==> src/rtl/matriz_determ_nxn_pkg.sv <==
// determ_pkg: shared types and helpers for the runtime-sized determinant unit.
//   state_e  : controller states (IDLE, PROD, ACCUM, NEXT, FIN)
//   CNT_W    : width of the order, row counter and Heap counters (n is 3 bits)
//   idx_w    : width of one permutation entry, clog2(N_MAX)
//   elem_off : bit offset of element (r,c) inside the packed matrix bus
package determ_pkg;

    typedef enum logic [2:0] {
        ST_IDLE,
        ST_PROD,
        ST_ACCUM,
        ST_NEXT,
        ST_FIN
    } state_e;

    localparam int CNT_W = 3;

    function automatic int idx_w(input int nmax);
        return (nmax < 2) ? 1 : $clog2(nmax);
    endfunction

    function automatic int elem_off(input int r, input int c, input int nmax, input int w);
        return (r * nmax + c) * w;
    endfunction

endpackage

==> src/rtl/matriz_determ_nxn_if.sv <==
// matriz_determ_nxn_if: request/result bundle of the determinant unit.
//   start  : one-cycle request pulse (master -> slave)
//   n      : matrix order for the request
//   matrix : packed elements, (r,c) at [(r*N_MAX+c)*W +: W]
//   busy   : operation in progress
//   done   : one-cycle result-valid pulse
//   err    : order out of range, valid with done
//   det    : signed determinant, modulo 2^ACC_W
interface matriz_determ_nxn_if #(
    parameter int N_MAX = 5,
    parameter int W     = 8,
    parameter int ACC_W = 32
) ();
    logic                     start;
    logic [2:0]               n;
    logic [N_MAX*N_MAX*W-1:0] matrix;
    logic                     busy;
    logic                     done;
    logic                     err;
    logic [ACC_W-1:0]         det;

    modport master (output start, n, matrix, input busy, done, err, det);
    modport slave  (input start, n, matrix, output busy, done, err, det);
endinterface

==> src/rtl/matriz_determ_nxn_heap.sv <==
// heap_perm_gen: iterative Heap's-algorithm permutation enumerator.
//   clk, reset : clock, synchronous active-high reset
//   init       : restart at the identity permutation, sign positive
//   step       : perform one Heap iteration this cycle
//   n          : active order
//   perm       : packed permutation, entry k at [k*IDX_W +: IDX_W]
//   sign       : 1 when the current permutation is odd
//   last       : enumeration exhausted (i has reached n)
//   step_done  : the iteration taken this cycle produces a new permutation
module heap_perm_gen
    import determ_pkg::*;
#(
    parameter int N_MAX = 5,
    parameter int IDX_W = idx_w(N_MAX)
) (
    input  logic                   clk,
    input  logic                   reset,
    input  logic                   init,
    input  logic                   step,
    input  logic [CNT_W-1:0]       n,
    output logic [N_MAX*IDX_W-1:0] perm,
    output logic                   sign,
    output logic                   last,
    output logic                   step_done
);

    logic [IDX_W-1:0] perm_q [N_MAX];
    logic [IDX_W-1:0] perm_d [N_MAX];
    logic [CNT_W-1:0] c_q    [N_MAX];
    logic [CNT_W-1:0] c_d    [N_MAX];
    logic [CNT_W-1:0] i_q;
    logic [CNT_W-1:0] j_idx;
    logic [CNT_W-1:0] c_i_sel;
    logic [IDX_W-1:0] perm_i_sel;
    logic [IDX_W-1:0] perm_j_sel;
    logic             sign_q;
    logic             found;

    // Muxes instead of direct i/j indexing keep every read in range even
    // when i has run up to n == N_MAX.
    always_comb begin
        perm_i_sel = '0;
        perm_j_sel = '0;
        c_i_sel    = '0;
        for (int k = 0; k < N_MAX; k++) begin
            if (CNT_W'(k) == i_q) begin
                perm_i_sel = perm_q[k];
                c_i_sel    = c_q[k];
            end
        end
        // Swap partner: slot 0 for even i, slot c[i] for odd i.
        j_idx = i_q[0] ? c_i_sel : '0;
        for (int k = 0; k < N_MAX; k++) begin
            if (CNT_W'(k) == j_idx) begin
                perm_j_sel = perm_q[k];
            end
        end
        last  = (i_q >= n);
        found = !last && (c_i_sel < i_q);
    end

    genvar gi;
    generate
        for (gi = 0; gi < N_MAX; gi++) begin : g_slot
            assign perm[gi*IDX_W +: IDX_W] = perm_q[gi];
            assign perm_d[gi] = !found                 ? perm_q[gi] :
                                (CNT_W'(gi) == i_q)    ? perm_j_sel :
                                (CNT_W'(gi) == j_idx)  ? perm_i_sel : perm_q[gi];
            assign c_d[gi]    = (CNT_W'(gi) != i_q) ? c_q[gi] :
                                found               ? c_i_sel + CNT_W'(1) : '0;
        end
    endgenerate

    always_ff @(posedge clk) begin
        if (reset || init) begin
            for (int k = 0; k < N_MAX; k++) begin
                perm_q[k] <= IDX_W'(k);
                c_q[k]    <= '0;
            end
            i_q    <= CNT_W'(1);
            sign_q <= 1'b0;
        end else if (step && !last) begin
            perm_q <= perm_d;
            c_q    <= c_d;
            // Each swap is one transposition, so parity simply alternates.
            if (found) begin
                i_q    <= CNT_W'(1);
                sign_q <= ~sign_q;
            end else begin
                i_q    <= i_q + CNT_W'(1);
            end
        end
    end

    assign sign      = sign_q;
    assign step_done = found;

endmodule

==> src/rtl/matriz_determ_nxn.sv <==
// matriz_determ_nxn: serial Leibniz-expansion determinant of an n x n signed
// matrix (1 <= n <= N_MAX), one permutation term at a time through a single
// multiplier. Arithmetic wraps modulo 2^ACC_W.
//   clk   : clock, rising edge
//   reset : synchronous active-high reset
//   bus   : slave side of matriz_determ_nxn_if (start/n/matrix in,
//           busy/done/err/det out)
module matriz_determ_nxn
    import determ_pkg::*;
#(
    parameter int N_MAX = 5,
    parameter int W     = 8,
    parameter int ACC_W = 32
) (
    input  logic                clk,
    input  logic                reset,
    matriz_determ_nxn_if.slave  bus
);

    localparam int IDX_W = idx_w(N_MAX);

    state_e                   state_q;
    logic [N_MAX*N_MAX*W-1:0] a_q;
    logic [CNT_W-1:0]         n_q;
    logic [CNT_W-1:0]         k_q;
    logic [ACC_W-1:0]         prod_q;
    logic [ACC_W-1:0]         prod_d;
    logic [ACC_W-1:0]         acc_q;
    logic [ACC_W-1:0]         det_q;
    logic                     busy_q;
    logic                     done_q;
    logic                     err_q;

    logic [N_MAX*IDX_W-1:0]   perm_flat;
    logic                     perm_sign;
    logic                     heap_last;
    logic                     heap_found;
    logic                     heap_init;
    logic                     heap_step;

    logic signed [W-1:0]      a_elem [N_MAX][N_MAX];
    logic [IDX_W-1:0]         perm_k;
    logic signed [W-1:0]      elem_sel;
    logic [ACC_W-1:0]         elem_ext;
    logic [ACC_W-1:0]         mul_a;
    logic                     n_ok;

    genvar gi, gj;
    generate
        for (gi = 0; gi < N_MAX; gi++) begin : g_row
            for (gj = 0; gj < N_MAX; gj++) begin : g_col
                assign a_elem[gi][gj] = a_q[elem_off(gi, gj, N_MAX, W) +: W];
            end
        end
    endgenerate

    always_comb begin
        perm_k = '0;
        for (int k = 0; k < N_MAX; k++) begin
            if (CNT_W'(k) == k_q) perm_k = perm_flat[k*IDX_W +: IDX_W];
        end
        elem_sel = '0;
        for (int r = 0; r < N_MAX; r++) begin
            for (int c = 0; c < N_MAX; c++) begin
                if (CNT_W'(r) == k_q && IDX_W'(c) == perm_k) elem_sel = a_elem[r][c];
            end
        end
        elem_ext = ACC_W'(elem_sel);
        // Seeding the multiplier with 1 on the first row lets the same
        // multiplier load a[0][perm[0]]; only the low ACC_W bits are kept,
        // so unsigned multiply of the sign-extended operand is exact mod 2^ACC_W.
        mul_a  = (k_q == '0) ? ACC_W'(1) : prod_q;
        prod_d = mul_a * elem_ext;
    end

    assign n_ok      = (bus.n != '0) && (bus.n <= CNT_W'(N_MAX));
    assign heap_init = (state_q == ST_IDLE) && bus.start;
    assign heap_step = (state_q == ST_NEXT);

    heap_perm_gen #(
        .N_MAX (N_MAX),
        .IDX_W (IDX_W)
    ) u_heap (
        .clk       (clk),
        .reset     (reset),
        .init      (heap_init),
        .step      (heap_step),
        .n         (n_q),
        .perm      (perm_flat),
        .sign      (perm_sign),
        .last      (heap_last),
        .step_done (heap_found)
    );

    always_ff @(posedge clk) begin
        if (reset) begin
            state_q <= ST_IDLE;
            a_q     <= '0;
            n_q     <= '0;
            k_q     <= '0;
            prod_q  <= '0;
            acc_q   <= '0;
            det_q   <= '0;
            busy_q  <= 1'b0;
            done_q  <= 1'b0;
            err_q   <= 1'b0;
        end else begin
            case (state_q)
                ST_IDLE: begin
                    if (bus.start) begin
                        a_q    <= bus.matrix;
                        n_q    <= bus.n;
                        k_q    <= '0;
                        prod_q <= '0;
                        acc_q  <= '0;
                        if (n_ok) begin
                            state_q <= ST_PROD;
                            busy_q  <= 1'b1;
                            err_q   <= 1'b0;
                        end else begin
                            // Bad order: report straight away, nothing to compute.
                            state_q <= ST_FIN;
                            done_q  <= 1'b1;
                            err_q   <= 1'b1;
                            det_q   <= '0;
                        end
                    end
                end
                ST_PROD: begin
                    prod_q <= prod_d;
                    k_q    <= k_q + CNT_W'(1);
                    if (k_q == n_q - CNT_W'(1)) state_q <= ST_ACCUM;
                end
                ST_ACCUM: begin
                    acc_q   <= perm_sign ? acc_q - prod_q : acc_q + prod_q;
                    k_q     <= '0;
                    state_q <= ST_NEXT;
                end
                ST_NEXT: begin
                    if (heap_last) begin
                        state_q <= ST_FIN;
                        det_q   <= acc_q;
                        done_q  <= 1'b1;
                        busy_q  <= 1'b0;
                    end else if (heap_found) begin
                        state_q <= ST_PROD;
                    end
                end
                ST_FIN: begin
                    done_q  <= 1'b0;
                    state_q <= ST_IDLE;
                end
                default: state_q <= ST_IDLE;
            endcase
        end
    end

    assign bus.busy = busy_q;
    assign bus.done = done_q;
    assign bus.err  = err_q;
    assign bus.det  = det_q;

endmodule

==> src/flat_wrapper.sv <==
// flat-port wrapper written by rule: the top's interface ports become plain ports
module matriz_determ_nxn_flat import determ_pkg::*;
#(
    parameter int N_MAX = 5,
    parameter int W     = 8,
    parameter int ACC_W = 32
)
  (clk, reset, bus_start, bus_n, bus_matrix, bus_busy, bus_done, bus_err, bus_det);
  matriz_determ_nxn_if #(.N_MAX(N_MAX), .W(W), .ACC_W(ACC_W)) bus_i ();
  input  logic clk;
  input  logic reset;
  input wire logic [$bits(bus_i.start)-1:0] bus_start;
  input wire logic [$bits(bus_i.n)-1:0] bus_n;
  input wire logic [$bits(bus_i.matrix)-1:0] bus_matrix;
  output wire logic [$bits(bus_i.busy)-1:0] bus_busy;
  output wire logic [$bits(bus_i.done)-1:0] bus_done;
  output wire logic [$bits(bus_i.err)-1:0] bus_err;
  output wire logic [$bits(bus_i.det)-1:0] bus_det;
  assign bus_i.start = bus_start;
  assign bus_i.n = bus_n;
  assign bus_i.matrix = bus_matrix;
  assign bus_busy = bus_i.busy;
  assign bus_done = bus_i.done;
  assign bus_err = bus_i.err;
  assign bus_det = bus_i.det;
  matriz_determ_nxn #(.N_MAX(N_MAX), .W(W), .ACC_W(ACC_W)) u_core (.clk(clk), .reset(reset), .bus(bus_i));
endmodule
==> config.mk <==
export PLATFORM = sky130hd
export DESIGN_NAME = matriz_determ_nxn_flat
export DESIGN_NICKNAME = d
export VERILOG_FILES = /design/src/rtl/matriz_determ_nxn_pkg.sv /design/src/rtl/matriz_determ_nxn_if.sv /design/src/rtl/matriz_determ_nxn_heap.sv /design/src/rtl/matriz_determ_nxn.sv /design/src/flat_wrapper.sv
export SDC_FILE = /design/constraint.sdc
export NUM_CORES = 1
export LEC_CHECK = 0
export BUFFER_PORTS_ARGS = -buffer_cell sky130_fd_sc_hd__buf_2
export CAP_MARGIN = 20
export CORE_ASPECT_RATIO = 1.4
export CORE_MARGIN = 2
export CORE_UTILIZATION = 36
export CTS_BUF_LIST = sky130_fd_sc_hd__clkbuf_4
export CTS_CLUSTER_SIZE = 8
export DETAILED_ROUTE_END_ITERATION = 10
export PLACE_DENSITY_LB_ADDON = 0.25
export SYNTH_ARGS = -nofsm -noshare
export SYNTH_HDL_FRONTEND = slang
export SYNTH_HIERARCHICAL = 1
export SYNTH_SLANG_ARGS = --single-unit
==> constraint.sdc <==
create_clock -name clk -period 20.9 [get_ports clk]
set_input_delay 1.045 -clock clk [delete_from_list [all_inputs] [get_ports clk]]
set_output_delay 1.045 -clock clk [all_outputs]
set_load 0.005 [all_outputs]
Yosys cells after proc, flatten, opt, wreduce, memory -nomap -nowiden
Index checks and enable logic that the tools add are counted.
{"block": "word_totals", "register_bits": 342, "output_inout_bits": 35, "input_bits": 206, "elab_cells": 220}
{"block": "op_classes", "multipliers": 1, "mux": 84, "order_cmp": 3, "bitwise_logic": 6, "n_reduce_logical": 67, "eq_ne": 31, "add_sub_neg": 6}
{"op": "two-way mux 8 bit", "n": 25}
{"op": "two-way mux 32 bit", "n": 6}
{"op": "case mux 32 bit (2 select lines)", "n": 3}
{"op": "two-way mux 3 bit", "n": 39}
{"op": "adder 32 bit", "n": 1}
{"op": "multiplier 32 x 8 -> 32 bit", "n": 1}
{"op": "subtractor 32 bit", "n": 1}
{"op": "logical AND 1 bit", "n": 29}
{"op": "equality test 2 x 3 -> 1 bit (first input constant)", "n": 8}
{"op": "AND reduction 2 bit", "n": 10}
{"op": "AND reduction 3 bit", "n": 6}
{"op": "nonzero test 2 bit", "n": 8}
{"op": "zero test 3 bit", "n": 5}
{"op": "equality test 1 x 3 -> 1 bit (first input constant)", "n": 4}
{"op": "equality test 3 bit (first input constant)", "n": 4}
{"op": "case mux 3 bit (4 select lines)", "n": 1}
{"op": "AND reduction 4 bit", "n": 3}
{"op": "nonzero test 3 bit", "n": 4}
{"op": "adder 3 x 1 -> 3 bit (second input constant)", "n": 3}
{"op": "case mux 3 bit (3 select lines)", "n": 1}
{"op": "two-way mux 1 bit", "n": 7}
{"op": "equality test 3 x 2 -> 1 bit (second input constant)", "n": 2}
{"op": "inequality test 2 x 1 -> 1 bit (second input constant)", "n": 3}
{"op": "inequality test 2 x 3 -> 1 bit (first input constant)", "n": 2}
{"op": "other kinds (16)", "n": 22}

Longest topological paths before layout
{"block": "logic_depth", "ltp_word": 35, "ltp_mapped": 43, "mapped_depth_nobuf": 35}

Hierarchy
The synthesis kept the hierarchy.
{"mod": "matriz_determ_nxn", "seq_area_each_um2": 6165.9, "cells_each": 2946, "area_per_inst_um2": 22654.2, "n_inst": 1}
{"mod": "heap_perm_gen", "seq_area_each_um2": 680.7, "cells_each": 298, "area_per_inst_um2": 2280.9, "n_inst": 1}

Worst setup path before layout
Ideal clock, no wire load.
{"block": "synth_path", "path_kind": "register to register", "start": "reg u_core.k_q[2]", "end": "reg u_core.prod_q[30]", "t_required_ns": 20.783, "arrival_time_ns": 8.360, "synth_period_minus_slack_ns": 8.476, "path_slack_ns": 12.424, "setup_time_ns": 0.117, "n_path_buf": 7, "path_stages_with_launch": 41, "path_cell_list": "dfxtp_1 -> buf_4 -> buf_2 -> inv_1 -> ha_1 -> nor2b_1 -> o31a_1 -> o21ai_4 -> buf_6 -> buf_6 -> buf_2 -> a21oi_1 -> o41ai_1 -> a21boi_0 -> o21ai_0 -> and2_1 -> clkbuf_1 -> clkbuf_1 -> [... 5 more ...] -> fa_1 -> inv_1 -> fa_1 -> inv_1 -> ha_1 -> a21oi_1 -> o21bai_1 -> a21oi_1 -> o21bai_1 -> a21oi_1 -> o21ai_0 -> a2111oi_0 -> o31ai_1 -> nand2b_1 -> a21oi_1 -> o21ai_0 -> xor2_1 -> a22o_1"}
{"block": "synth_between", "elab_chain_cells": 35, "word_cells_on_any_way": 68, "cone_classes": "mul: 1; eq/ne: 8; mux: 32; reduce/logical: 27"}
{"item": "from (decl)", "line_no": "matriz_determ_nxn.sv:25", "source": "logic [CNT_W-1:0] k_q;"}
{"item": "from (signal assigned)", "line_no": "matriz_determ_nxn.sv:131", "source": "k_q <= k_q + CNT_W'(1);"}
{"item": "zero test 3 bit", "line_no": "matriz_determ_nxn.sv:60, matriz_determ_nxn.sv:65, matriz_determ_nxn.sv:72"}
{"item": "two-way mux 3 bit (5 in series)", "line_no": "matriz_determ_nxn.sv:60", "source": "if (CNT_W'(k) == k_q) perm_k = perm_flat[k*IDX_W +: IDX_W];"}
{"item": "zero test 3 bit", "line_no": "matriz_determ_nxn.sv:65", "source": "if (CNT_W'(r) == k_q && IDX_W'(c) == perm_k) elem_sel = a_elem[r][c];"}
{"item": "logical AND 1 bit", "line_no": "matriz_determ_nxn.sv:65"}
{"item": "two-way mux 8 bit (25 in series)", "line_no": "matriz_determ_nxn.sv:65"}
{"item": "multiplier 32 x 8 -> 32 bit *", "line_no": "matriz_determ_nxn.sv:73", "source": "prod_d = mul_a * elem_ext;"}
{"item": "case mux 32 bit (2 select lines) *", "line_no": "matriz_determ_nxn.sv:108", "source": "case (state_q)"}
{"item": "to (signal assigned)", "line_no": "matriz_determ_nxn.sv:130", "source": "prod_q <= prod_d;"}
{"item": "to (decl)", "line_no": "matriz_determ_nxn.sv:26", "source": "logic [ACC_W-1:0] prod_q;"}
Mark *: on every way between the ends. The rest lies on a longest branch, timed or not.
A chain may end at the register's enable or synchronous reset.

Worst setup path in the final report
Ends and elaborated chain as after synthesis.

==> results.cfg <==
[outcome]
status = completed

[grt]
grt_remaining_overflow = 0
grt_max_degree = 138
track_usage_pct = 24.97
antenna_found_initial = 6
grt_pass1_vias = 23684
grt_first_pass_wirelength_um = 136600

[place]
dp.cells = 4247
post-place-ws_ns = 10.06
dp_hpwl_um = 68470
place_area_um2 = 26720
io_buffers = 240
gp_congestion = 0.9826

[sta]
skew_ns = 0.08018
max_freq_mhz = 91.66
setup_viol = 0
relSlewSlack_pct = 30.57
period_share_pct = 52.20
fin_hold_ws_ns = 0.4019
layout_setup_ws_ns = 9.990
worstMarginPinSlew_ns = 1.038
rsz0062_at_grt = false
slew_violations = 0
min_period_ns = 10.91
setup_tns_ns = 0
finalHoldViolCount = 0

[setup_path]
critPathSlowestCell = nor2_1
setup.worst_path.start_class = register
cp_slowest_stage_delay_ns = 0.91
cpLargestDelayFamily = compound AO/OA/AOI/OAI gates
path_max_fanout = 49
crit_buf_inv = 6
crit_type = reg2reg
cp-end-kind = register
cpMostUsedCell = inv_1
timing.rr.start = u_core/k_q[2]
r2r-end = u_core/prod_q[30]
arrival_ns = 11.72
crit_required_ns = 21.71
rrSetupSlack_ns = 9.99
reg2reg_depth = 35

[layout]
drive_above_1_share_pct = 14.14
fin_cells = 4407
utilization_pct = 40.52
multi_input_area_um2 = 16240
regArea_um2 = 6847
final_net_count = 3891
syn_to_final_growth_pct = 11.73
fillCellCount = 7321
fin_area_um2 = 27860

[floorplan]
num_rows = 114
die-area_um2 = 71420
dieHeight_um = 315.4
core_um2 = 68750
start_util_pct = 36.27
die_w_um = 226.4
io_pins = 241

[routing]
vias_per_cell = 5.361
wl_per_cell_um = 20.26
ant_nets = 0
detail_route.drc_violations = 0
routed_wl_um = 89270
vias = 23626
drt_iter0_markers = 1688
drt_first_pass_iters = 5

[hold_path]
min_from = bus_matrix[182]
holdPathEnd = u_core/a_q[182]
hold_path_class = in2reg
holdPathStages = 3

[power_and_ir_drop]
leakage_nw = 11.72
power.density_nw_per_um2 = 65.94
power.total_mw = 1.837
ir_drop_mv = 0.03218

[synthesis]
synth_cell_types = 102
synth_area_um2 = 24940
ys.flop_type = dfxtp_1
syn_avg_cell_area_um2 = 7.687
synth_edf_count = 0
ys_seq_area_share_pct = 27.46
synth_cells = 3244
ys_seq_elements = 342
synthArstFlopShare_pct = 0
syn-num-nets = 3723
yosys_warnings = 6

[clock_network]
cts_tree = done
cts_setup_buffers = 0
cts-root-buf = clkbuf_4
cts.sink_count = 342
worstSkewPairLatency_ns = 0.91
postCtsHoldBufs = 0
cts.clk_slew.worst_paths_ns = 0.07
clockBufferDepth = 3
cts.repair.resized = 0
cts_buffers = 90
htree_levels = 3

[job]
cap_violations = 0
## kinds of logic after synthesis
group,count (synthesis),share of synthesized area [%]
adder cells (fa/ha/maj),273,18.46
multiplexers,22,0.9333
buffers and inverters,468,7.537
AND/OR/NAND/NOR,1237,21.56
AO/OA/AOI/OAI,808,20.70
XOR/XNOR,94,3.357
flip-flops,342,27.46
## metal layers
layer | vias up | wire length [µm] | track usage [%]
met5 | - | 13 | 0
met4 | 2 | 5574 | 15.13
met3 | 242 | 4203 | 3.819
met2 | 788 | 44410 | 43.91
met1 | 11279 | 35070 | 28.40
li1 | 11315 | - | -
## sequential cells by signal (all words and copies together), names as in the netlist, 15 cells and up
name                cells
u_core/a_q            200
u_core/acc_q           32
u_core/bus.det         32
u_core/prod_q          32
u_core/u_heap/c_q      15
u_core/u_heap/perm     15
## cell type report
type | count | area share, %
diodes | 7 | 0.06288
clock buffers | 122 | 3.288
clock inverters | 30 | 0.6243
inverters | 271 | 3.669
multi-input cells | 2434 | 58.29
flip-flops and latches | 342 | 24.58
well taps | 928 | 4.168
repair buffers | 273 | 5.322
## cells in the mapped netlist (15+ instances only)
library cell / number / area (µm²)
a22oi_1: 78 / 585.6
nand2_1: 573 / 2151
nor3_1: 41 / 205.2
inv_1: 268 / 1006
or2_2: 30 / 187.7
fa_1: 158 / 3163
ha_1: 115 / 1439
buf_2: 23 / 115.1
a21oi_1: 367 / 1837
a211oi_1: 18 / 135.1
o21a_1: 19 / 142.6
dfxtp_1: 342 / 6847
xor2_1: 19 / 166.4
nor2_1: 385 / 1445
clkbuf_1: 153 / 574.3
nor2b_1: 19 / 118.9
mux2i_1: 15 / 150.1
xnor2_1: 74 / 648.1
a31oi_1: 21 / 131.4
nand3b_1: 15 / 112.6
o21ai_0: 88 / 440.4
a21o_1: 25 / 187.7
nand3_1: 58 / 290.3
## cells in the final DEF, fill, tap and decap left out, types with 10 or more instances in the layout
master    synthesis  routed
nand4_1          12      12
or3_1            11      11
o21ai_0          88      88
xnor2_1          74      74
fa_1            158     158
o22ai_1          11      11
and2_1           12      12
o31ai_1          12      12
clkinv_1          2      18
o221ai_1         10      10
o21bai_1         14      13
dfxtp_1         342     342
a22o_1           13      13
ha_1            115     115
nor2b_1          19      19
and3_1           14      14
buf_4             7      31
mux2i_1          15      15
buf_2            23     239
nand3_1          58      58
clkbuf_4          0     122
nor2_1          385     384
nand2_1         573     572
nand3b_1         15      15
a31oi_1          21      21
a211oi_1         18      18
a21oi_1         367     366
a32oi_1          11      11
a22oi_1          78      78
nor3_1           41      41
o21a_1           19      19
xor2_1           19      19
a21o_1           25      25
inv_1           268     267
nor4_1           13      13
nand2b_1         14      13
or2_2            30      30
## worst max-delay path by stage
| stage | to | depth (start not counted) | slack, ns | start |
|---|---|---|---|---|
| after global routing | u_core/prod_q[30] | 35 | 9.38 | u_core/k_q[2] |
| after floorplan | u_core/prod_q[30] | 40 | 12.42 | u_core/k_q[2] |
| final | u_core/prod_q[30] | 35 | 9.99 | u_core/k_q[2] |
| after CTS | u_core/prod_q[30] | 35 | 10.06 | u_core/k_q[2] |
| after global placement | u_core/prod_q[30] | 35 | 10.22 | u_core/k_q[2] |
| after detailed placement | u_core/prod_q[30] | 35 | 10.06 | u_core/k_q[2] |
## report_power, final
part | switching, mW | leakage (nW) | total, mW | internal [mW]
logic | 0.331 | 8.29 | 0.528 | 0.197
clock network | 0.302 | 0.645 | 0.587 | 0.284
registers | 0.0385 | 2.79 | 0.722 | 0.684
## worst register-to-register path: cells and delay by family, from the launching register on
family,cells,cell delay [ns]
simple gates,8,2.88
fa+ha+maj,6,2.93
buf+inv,6,0.70
xor+xnor,1,0.16
flops,1,0.73
compound gates,14,3.44
Note: power is estimated with default switching activity, not from simulation.
